## config.mk

```make
export PLATFORM = sky130hd
export DESIGN_NAME = vga_pattern_sequencer
export DESIGN_NICKNAME = d
export VERILOG_FILES = /design/src/rtl/vga_pattern_sequencer.sv
export SDC_FILE = /design/constraint.sdc
export NUM_CORES = 1
export LEC_CHECK = 0
export ABC_AREA = 1
export BUFFER_PORTS_ARGS = -buffer_cell sky130_fd_sc_hd__buf_4
export CAP_MARGIN = 15
export CORE_MARGIN = 5
export CORE_UTILIZATION = 45
export CTS_CLUSTER_DIAMETER = 200
export DETAILED_ROUTE_END_ITERATION = 16
export HOLD_SLACK_MARGIN = 0.05
export PLACE_DENSITY = 0.67
export SYNTH_ARGS = -nofsm -noshare
export SYNTH_HDL_FRONTEND = slang
export SYNTH_SLANG_ARGS = --single-unit
```

## constraint.sdc

```tcl
create_clock -name i_clk -period 1.8 [get_ports i_clk]
set_clock_uncertainty 0.05 [all_clocks]
set_input_delay 0.09 -clock i_clk [delete_from_list [all_inputs] [get_ports i_clk]]
set_output_delay 0.09 -clock i_clk [all_outputs]
set_load 0.005 [all_outputs]
```

## src/rtl/vga_pattern_sequencer.sv

```systemverilog
// Test-pattern select sequencer: debounced button or auto-cycle advances the pattern ID,
// with every change held off until the next falling edge of vsync (frame boundary).
module vga_pattern_sequencer #(
   parameter int unsigned PATTERN_WIDTH   = 4,
   parameter int unsigned NUM_PATTERNS    = 8,
   parameter int unsigned DEBOUNCE_CYCLES = 250000,
   parameter int unsigned AUTO_FRAMES     = 120
) (
   input  logic                     i_clk,
   input  logic                     i_rst,
   input  logic                     i_vsync,
   input  logic                     i_btn_next,
   input  logic                     i_auto_en,
   output logic [PATTERN_WIDTH-1:0] o_pattern,
   output logic                     o_pattern_chg,
   output logic                     o_req_pending
);

   localparam int unsigned CntW = $clog2(DEBOUNCE_CYCLES + 1);
   localparam int unsigned FrmW = (AUTO_FRAMES > 1) ? $clog2(AUTO_FRAMES) : 1;

   localparam logic [CntW-1:0]          CntLast = CntW'(DEBOUNCE_CYCLES - 1);
   localparam logic [FrmW-1:0]          FrmLast = FrmW'(AUTO_FRAMES - 1);
   localparam logic [PATTERN_WIDTH-1:0] PatLast = PATTERN_WIDTH'(NUM_PATTERNS - 1);

   typedef enum logic [1:0] {
      StIdle,
      StPressChk,
      StHeld,
      StRelChk
   } deb_state_e;

   deb_state_e                state_q, state_d;
   logic                      btn_meta_q, btn_s_q;
   logic                      vs_d_q;
   logic [CntW-1:0]           cnt_q, cnt_d, cnt_inc;
   logic                      pending_q, pending_d;
   logic [FrmW-1:0]           frame_cnt_q, frame_cnt_d;
   logic [PATTERN_WIDTH-1:0]  pattern_q, pattern_d;
   logic                      chg_q;

   logic                      press_acc;
   logic                      frame_edge;
   logic                      auto_adv;
   logic                      advance;

   assign cnt_inc = cnt_q + CntW'(1);

   // Debounce: a level is accepted once btn_s has held it for DEBOUNCE_CYCLES clocks.
   always_comb begin
      state_d   = state_q;
      cnt_d     = cnt_q;
      press_acc = 1'b0;
      unique case (state_q)
         StIdle: begin
            if (btn_s_q) begin
               state_d = StPressChk;
               cnt_d   = '0;
            end
         end
         StPressChk: begin
            if (!btn_s_q) begin
               state_d = StIdle;
            end else if (cnt_inc >= CntLast) begin
               state_d   = StHeld;
               cnt_d     = '0;
               press_acc = 1'b1;
            end else begin
               cnt_d = cnt_inc;
            end
         end
         StHeld: begin
            if (!btn_s_q) begin
               state_d = StRelChk;
               cnt_d   = '0;
            end
         end
         StRelChk: begin
            if (btn_s_q) begin
               state_d = StHeld;
            end else if (cnt_inc >= CntLast) begin
               state_d = StIdle;
               cnt_d   = '0;
            end else begin
               cnt_d = cnt_inc;
            end
         end
         default: begin
            state_d = StIdle;
            cnt_d   = '0;
         end
      endcase
   end

   assign frame_edge = vs_d_q & ~i_vsync;
   assign auto_adv   = frame_edge & i_auto_en & (frame_cnt_q == FrmLast);
   assign advance    = frame_edge & (pending_q | auto_adv);

   always_comb begin
      // A new acceptance in the same cycle as an advance survives for the next frame.
      pending_d = pending_q;
      if (press_acc) begin
         pending_d = 1'b1;
      end else if (advance) begin
         pending_d = 1'b0;
      end

      frame_cnt_d = frame_cnt_q;
      if (!i_auto_en || advance) begin
         frame_cnt_d = '0;
      end else if (frame_edge) begin
         frame_cnt_d = frame_cnt_q + FrmW'(1);
      end

      pattern_d = pattern_q;
      if (advance) begin
         pattern_d = (pattern_q == PatLast) ? '0 : pattern_q + PATTERN_WIDTH'(1);
      end
   end

   always_ff @(posedge i_clk) begin
      if (i_rst) begin
         btn_meta_q  <= 1'b0;
         btn_s_q     <= 1'b0;
         vs_d_q      <= i_vsync;
         state_q     <= StIdle;
         cnt_q       <= '0;
         pending_q   <= 1'b0;
         frame_cnt_q <= '0;
         pattern_q   <= '0;
         chg_q       <= 1'b0;
      end else begin
         btn_meta_q  <= i_btn_next;
         btn_s_q     <= btn_meta_q;
         vs_d_q      <= i_vsync;
         state_q     <= state_d;
         cnt_q       <= cnt_d;
         pending_q   <= pending_d;
         frame_cnt_q <= frame_cnt_d;
         pattern_q   <= pattern_d;
         chg_q       <= advance;
      end
   end

   assign o_pattern     = pattern_q;
   assign o_pattern_chg = chg_q;
   assign o_req_pending = pending_q;

endmodule

```

# Word-level counts from Yosys, hierarchy flattened
# Cells that the tools add are included.
# totals
input_bits	5
ff_bits	36
output_inout_bits	6
word_cells	56
# op_classes
n_eq_ne	11
add_sub_neg	3
reduce_logical	7
n_mux	19
n_bitwise	6
n_lt_le_gt_ge	1
# ops
op	n
two-way mux 18 bit	5
one-hot mux 18 bit (4 select lines)	1
adder 18 x 1 -> 18 bit, second input constant	1
>= comparator 18 bit, second input constant	1
two-way mux 2 bit	6
!= test 2 bit, second input constant	4
one-hot mux 2 bit (4 select lines)	1
AND reduction 4 bit	2
adder 7 x 1 -> 7 bit, second input constant	1
equality test 7 bit, second input constant	1
!= test 3 bit, second input constant	2
two-way mux 1 bit	5
adder 4 x 1 -> 4 bit, second input constant	1
bitwise AND 1 bit	4
equality test 2 bit, second input constant	2
equality test 4 x 3 -> 1 bit, second input constant	1
two-way mux 4 bit	1
equality test 2 x 1 -> 1 bit, second input constant	1
logical NOT 2 bit	1
nonzero test 2 bit	1
OR reduction 2 bit	1
logical NOT 1 bit	1
logical OR 1 bit	1
inverter 1 bit	1
OR 1 bit	1

# Longest topological paths before layout
# logic_depth
depth_word	8
depth_mapped	17
depth_no_buf	17

# Worst setup path before layout
# Ideal clock, no wire load.
# synth_timing
path_kind	register to register
startpoint	reg cnt_q[1]
endpoint	reg state_q[0]
synth_period_minus_slack_ns	1.903
path_stages_with_launch	13
setup_ns	0.112
t_required_ns	1.638
path_buffers	1
path_slack_ns	-0.103
arrival_ns	1.741
path_cell_list	dfxtp_1 -> ha_1 -> nand2_2 -> nor2_4 -> nand2_2 -> nor2_2 -> xor2_1 -> nand2_1 -> nor2_4 -> nand2_4 -> buf_6 -> o21ai_2 -> inv_1
# synth_between
elab_chain_len	4
elab_cells_between_ends	5
cone_classes	1 x add/sub; 1 x order compare; 2 x eq/ne; 1 x reduce/logical
# synth_rtl
item	line	source
start: declaration	36	logic [CntW-1:0] cnt_q, cnt_d, cnt_inc;
start signal: assignment	137	cnt_q <= cnt_d;
adder 18 x 1 -> 18 bit (*)	47	assign cnt_inc = cnt_q + CntW'(1);
>= comparator 18 bit (*)	64, 81	
!= test 3 bit (no source line)	n/a	
AND reduction 4 bit (no source line) (*)	n/a	
end signal: assignment	126	state_q <= StIdle;
end signal: assignment	136	state_q <= state_d;
end: declaration	33	deb_state_e state_q, state_d;
# Every way passes the cells marked *; elsewhere a longest branch is shown, timed or not.
# A chain may end at the register's enable or synchronous reset.

# Worst setup path in the final report
# layout_timing
startpoint	reg cnt_q[0]
endpoint	reg cnt_q[0]
# layout_between
elab_chain_len	5
elab_cells_between_ends	6
cone_classes	1 x add/sub; 1 x order compare; 4 x mux
# layout_rtl
item	line	source
adder 18 x 1 -> 18 bit (*)	47	
>= comparator 18 bit	64, 81	
two-way mux 18 bit (*)	64, 81	
two-way mux 18 bit, on equally long branches	79, 62	
one-hot mux 18 bit (4 select lines) (*)	54	unique case (state_q)
# Every way passes the cells marked *; elsewhere a longest branch is shown, timed or not. The select of a mux whose other input is x is not followed.

==> run summary <==
final WL - 4850 um
CTS tree - done
wire length of the first global-routing pass - 7790 um
nets - 344
Slew Limit Fails - 0
design area - 2670 um^2
n_diodes - 0
Residual DRC - 0
Core Rows - 23
vias in the first global route - 1,769
final cycle utilization of the critical path - 1.14
pin count of the biggest net entering global routing - 26
Tmin final - 2.05 ns
final worst slack - -0.250 ns
CTS buffer count - 5
DR vias - 1,909
sequential share of the synthesized area - 0.373
Post-Place Cell Area - 2300 um^2
first-pass detailed-route iteration total - 4
initial core utilization - 0.473
LEAKAGE - 0.00115 uW
Hold Path Class - input port to flip-flop
vias per inst - 4.95
wire per inst - 12.6 um
antenna-violating nets left - 0
FILL cells - 340
setup_tns - -4.39 ns
WP data arrival - 2.18 ns
Multi-input gate area - 1220 um^2
die height - 75.5 um
Clock Path Buffers - 2
CP Launch Type - flip-flop
clk sink count - 36
share of post-route cells with drive strength above 1 - 0.318
PwrDens - 591 nW/um^2
H-tree level count - 2
count of buffers from port buffering - 10
die area - 5710 um^2
worst slew pin tran - 0.351 ns
clock-pin transition on the worst setup and hold timing paths - 0.07 ns
Fmax - 488 MHz
CP Max Fanout - 5
DRT iter0 DRCs - 105
Layout Area Growth over Synthesis - 38.3%
Detail Placement HPWL - 3050 um
Area contributors post-synth - dfxtp_1 (37%), nand2_1 (14%), a21oi_1 (6.5%), nand3_1 (6.0%), inv_1 (5.4%)
Hold Fails Final Rpt - 0
Synth area leader - dfxtp_1
worst-skew pair later-pin latency - 0.29 ns
root buf cell - clkbuf_8
register area - 737 um^2
# setup viols final - 21
share of the synthesized area in the top cell type - 0.373
GRT Resource Usage Total - 0.179
Netlist cell types - 28
IO Pins - 11
core area - 4090 um^2
Synth warnings - 0
MaxCap Viol Count - 0
maximum VDD drop - 0.611 mV
#FFs+latches synth - 36
syn nets - 286
Slew headroom - 0.765
Crit Path Category - flip-flop to flip-flop
synthesized instance count - 277
Mapped Area - 1930 um^2
CP required - 1.93 ns
total power - 1580 uW
Die Width - 75.5 um
Mean Syn Cell Area - 6.98 um^2
status - finished with violations
GP Congestion - 0.830
RSZ-0062 raised after global routing - true
failing checks - negative setup slack
Worst setup EP type - flip-flop
Overflow after GRT - 0
initial antenna violation count - 0
==> power by group <==
part	internal [uW]	leakage, uW	switching [uW]
sequential	799	0.000295	5.64
clock	411	0.0000552	296
combinational	24.0	0.000797	44.1
total	1230	0.00115	345
==> cell families (layout without fill, tap and decap cells) <==
| kind of cell | count (synthesis) | count (layout) | synth area share |
|---|---|---|---|
| AO/OA/AOI/OAI | 35 | 35 | 0.0971 |
| flip-flops | 36 | 36 | 0.373 |
| AND/OR/NAND/NOR | 157 | 159 | 0.383 |
| adder cells (fa/ha/maj) | 4 | 4 | 0.0259 |
| XOR/XNOR | 10 | 10 | 0.0492 |
| buffers and inverters | 35 | 92 | 0.0725 |
==> layout make-up <==
class	count	share of cell area
flip-flops and latches	36	0.276
well taps	50	0.0234
repair buffers	56	0.165
clock inverters	2	0.0131
clock buffers	6	0.0272
inverters	28	0.0393
multi-input cells	208	0.456
==> synthesized netlist by cell type <==
cell type  number
nand2_1        70
dfxtp_1        36
inv_1          28
nor2_1         27
a21oi_1        25
nand3_1        23
nand4_1        11
nand2_2         7
o21ai_0         6
clkbuf_1        5
xor2_1          5
ha_1            4
nor2_2          4
nor2_4          4
nor3_1          4
xnor2_1         4
nand3b_1        2
nor3b_1         2
a211oi_1        1
a31o_2          1
buf_2           1
buf_6           1
nand2_4         1
nand3_2         1
o21ai_2         1
o21bai_1        1
or2_2           1
xnor2_2         1
==> state kept, by name, summed over array words and instances, names as in the netlist, named ones only <==
signal and cells:
vs_d_q 1, o_req_pending 1, state_q 1, btn_meta_q 1, btn_s_q 1, frame_cnt_q 7, o_pattern_chg 1, cnt_q 18
o_pattern 4
==> placed cells by master (no fill, tap or decap), types with 5 or more instances in the layout <==
master,instances
nor2_2,5
buf_4,50
nor2_4,8
nand2_1,67
nand4_1,11
dfxtp_1,29
clkbuf_8,5
nand2_2,6
nand3_1,21
nor2_1,22
inv_1,28
o21ai_0,6
a21oi_1,22
nand2_4,6
==> critical path, cell delays in order, from the launching register on <==
cell and delay [ns]:
dfxtp_4 0.37, ha_4 0.15, nand2_4 0.06, nor2_4 0.15
nand2_2 0.09, nor2_2 0.11, xor2_1 0.25, nand2_1 0.14
nor2_4 0.14, buf_6 0.13, nand2_8 0.06, nand2_4 0.07
buf_4 0.11, a21oi_2 0.04
==> per-stage QoR <==
stage	worst slack [ns]	cells	util	hold WS [ns]
floorplan	0.0160	277	-	0.0677
global placement	-0.183	363	0.563	0.155
detailed placement	-0.197	363	0.563	0.158
CTS	-0.147	382	0.625	0.0927
global route	-0.338	386	0.654	0.116
finish	-0.250	386	0.654	0.101
==> repair_timing <==
item | CTS | global route
hold endpoints to repair | 2 | 0
buffers inserted | 7 | 4
gates resized for setup | 12 | 24
setup endpoints to repair | 21 | 23
hold buffers | 2 | 0
cloned | 2 | 0
pin swaps | 8 | 9
==> worst paths after layout <==
check	startpoint	end	slack [ns]	cells after the start
worst max-delay path	cnt_q[0]$_SDFFE_PP0P_	cnt_q[0]$_SDFFE_PP0P_	-0.25	13
worst max register to register	cnt_q[0]$_SDFFE_PP0P_	cnt_q[0]$_SDFFE_PP0P_	-0.25	13
worst min register to register	btn_meta_q$_SDFF_PP0_	btn_s_q$_SDFF_PP0_	0.36	2
worst min-delay path	i_rst	btn_s_q$_SDFF_PP0_	0.10	2
==> routing by layer <==
| layer | vias to the layer above | part of all wire | global-route usage |
|---|---|---|---|
| li1 | 1016 | - | - |
| met1 | 843 | 0.46 | 0.229 |
| met2 | 39 | 0.47 | 0.280 |
| met3 | 11 | 0.049 | 0.0515 |
| met4 | 0 | 0.024 | 0.0796 |
| met5 | - | 0 | 0 |
Note: power is estimated with default switching activity, not from simulation.
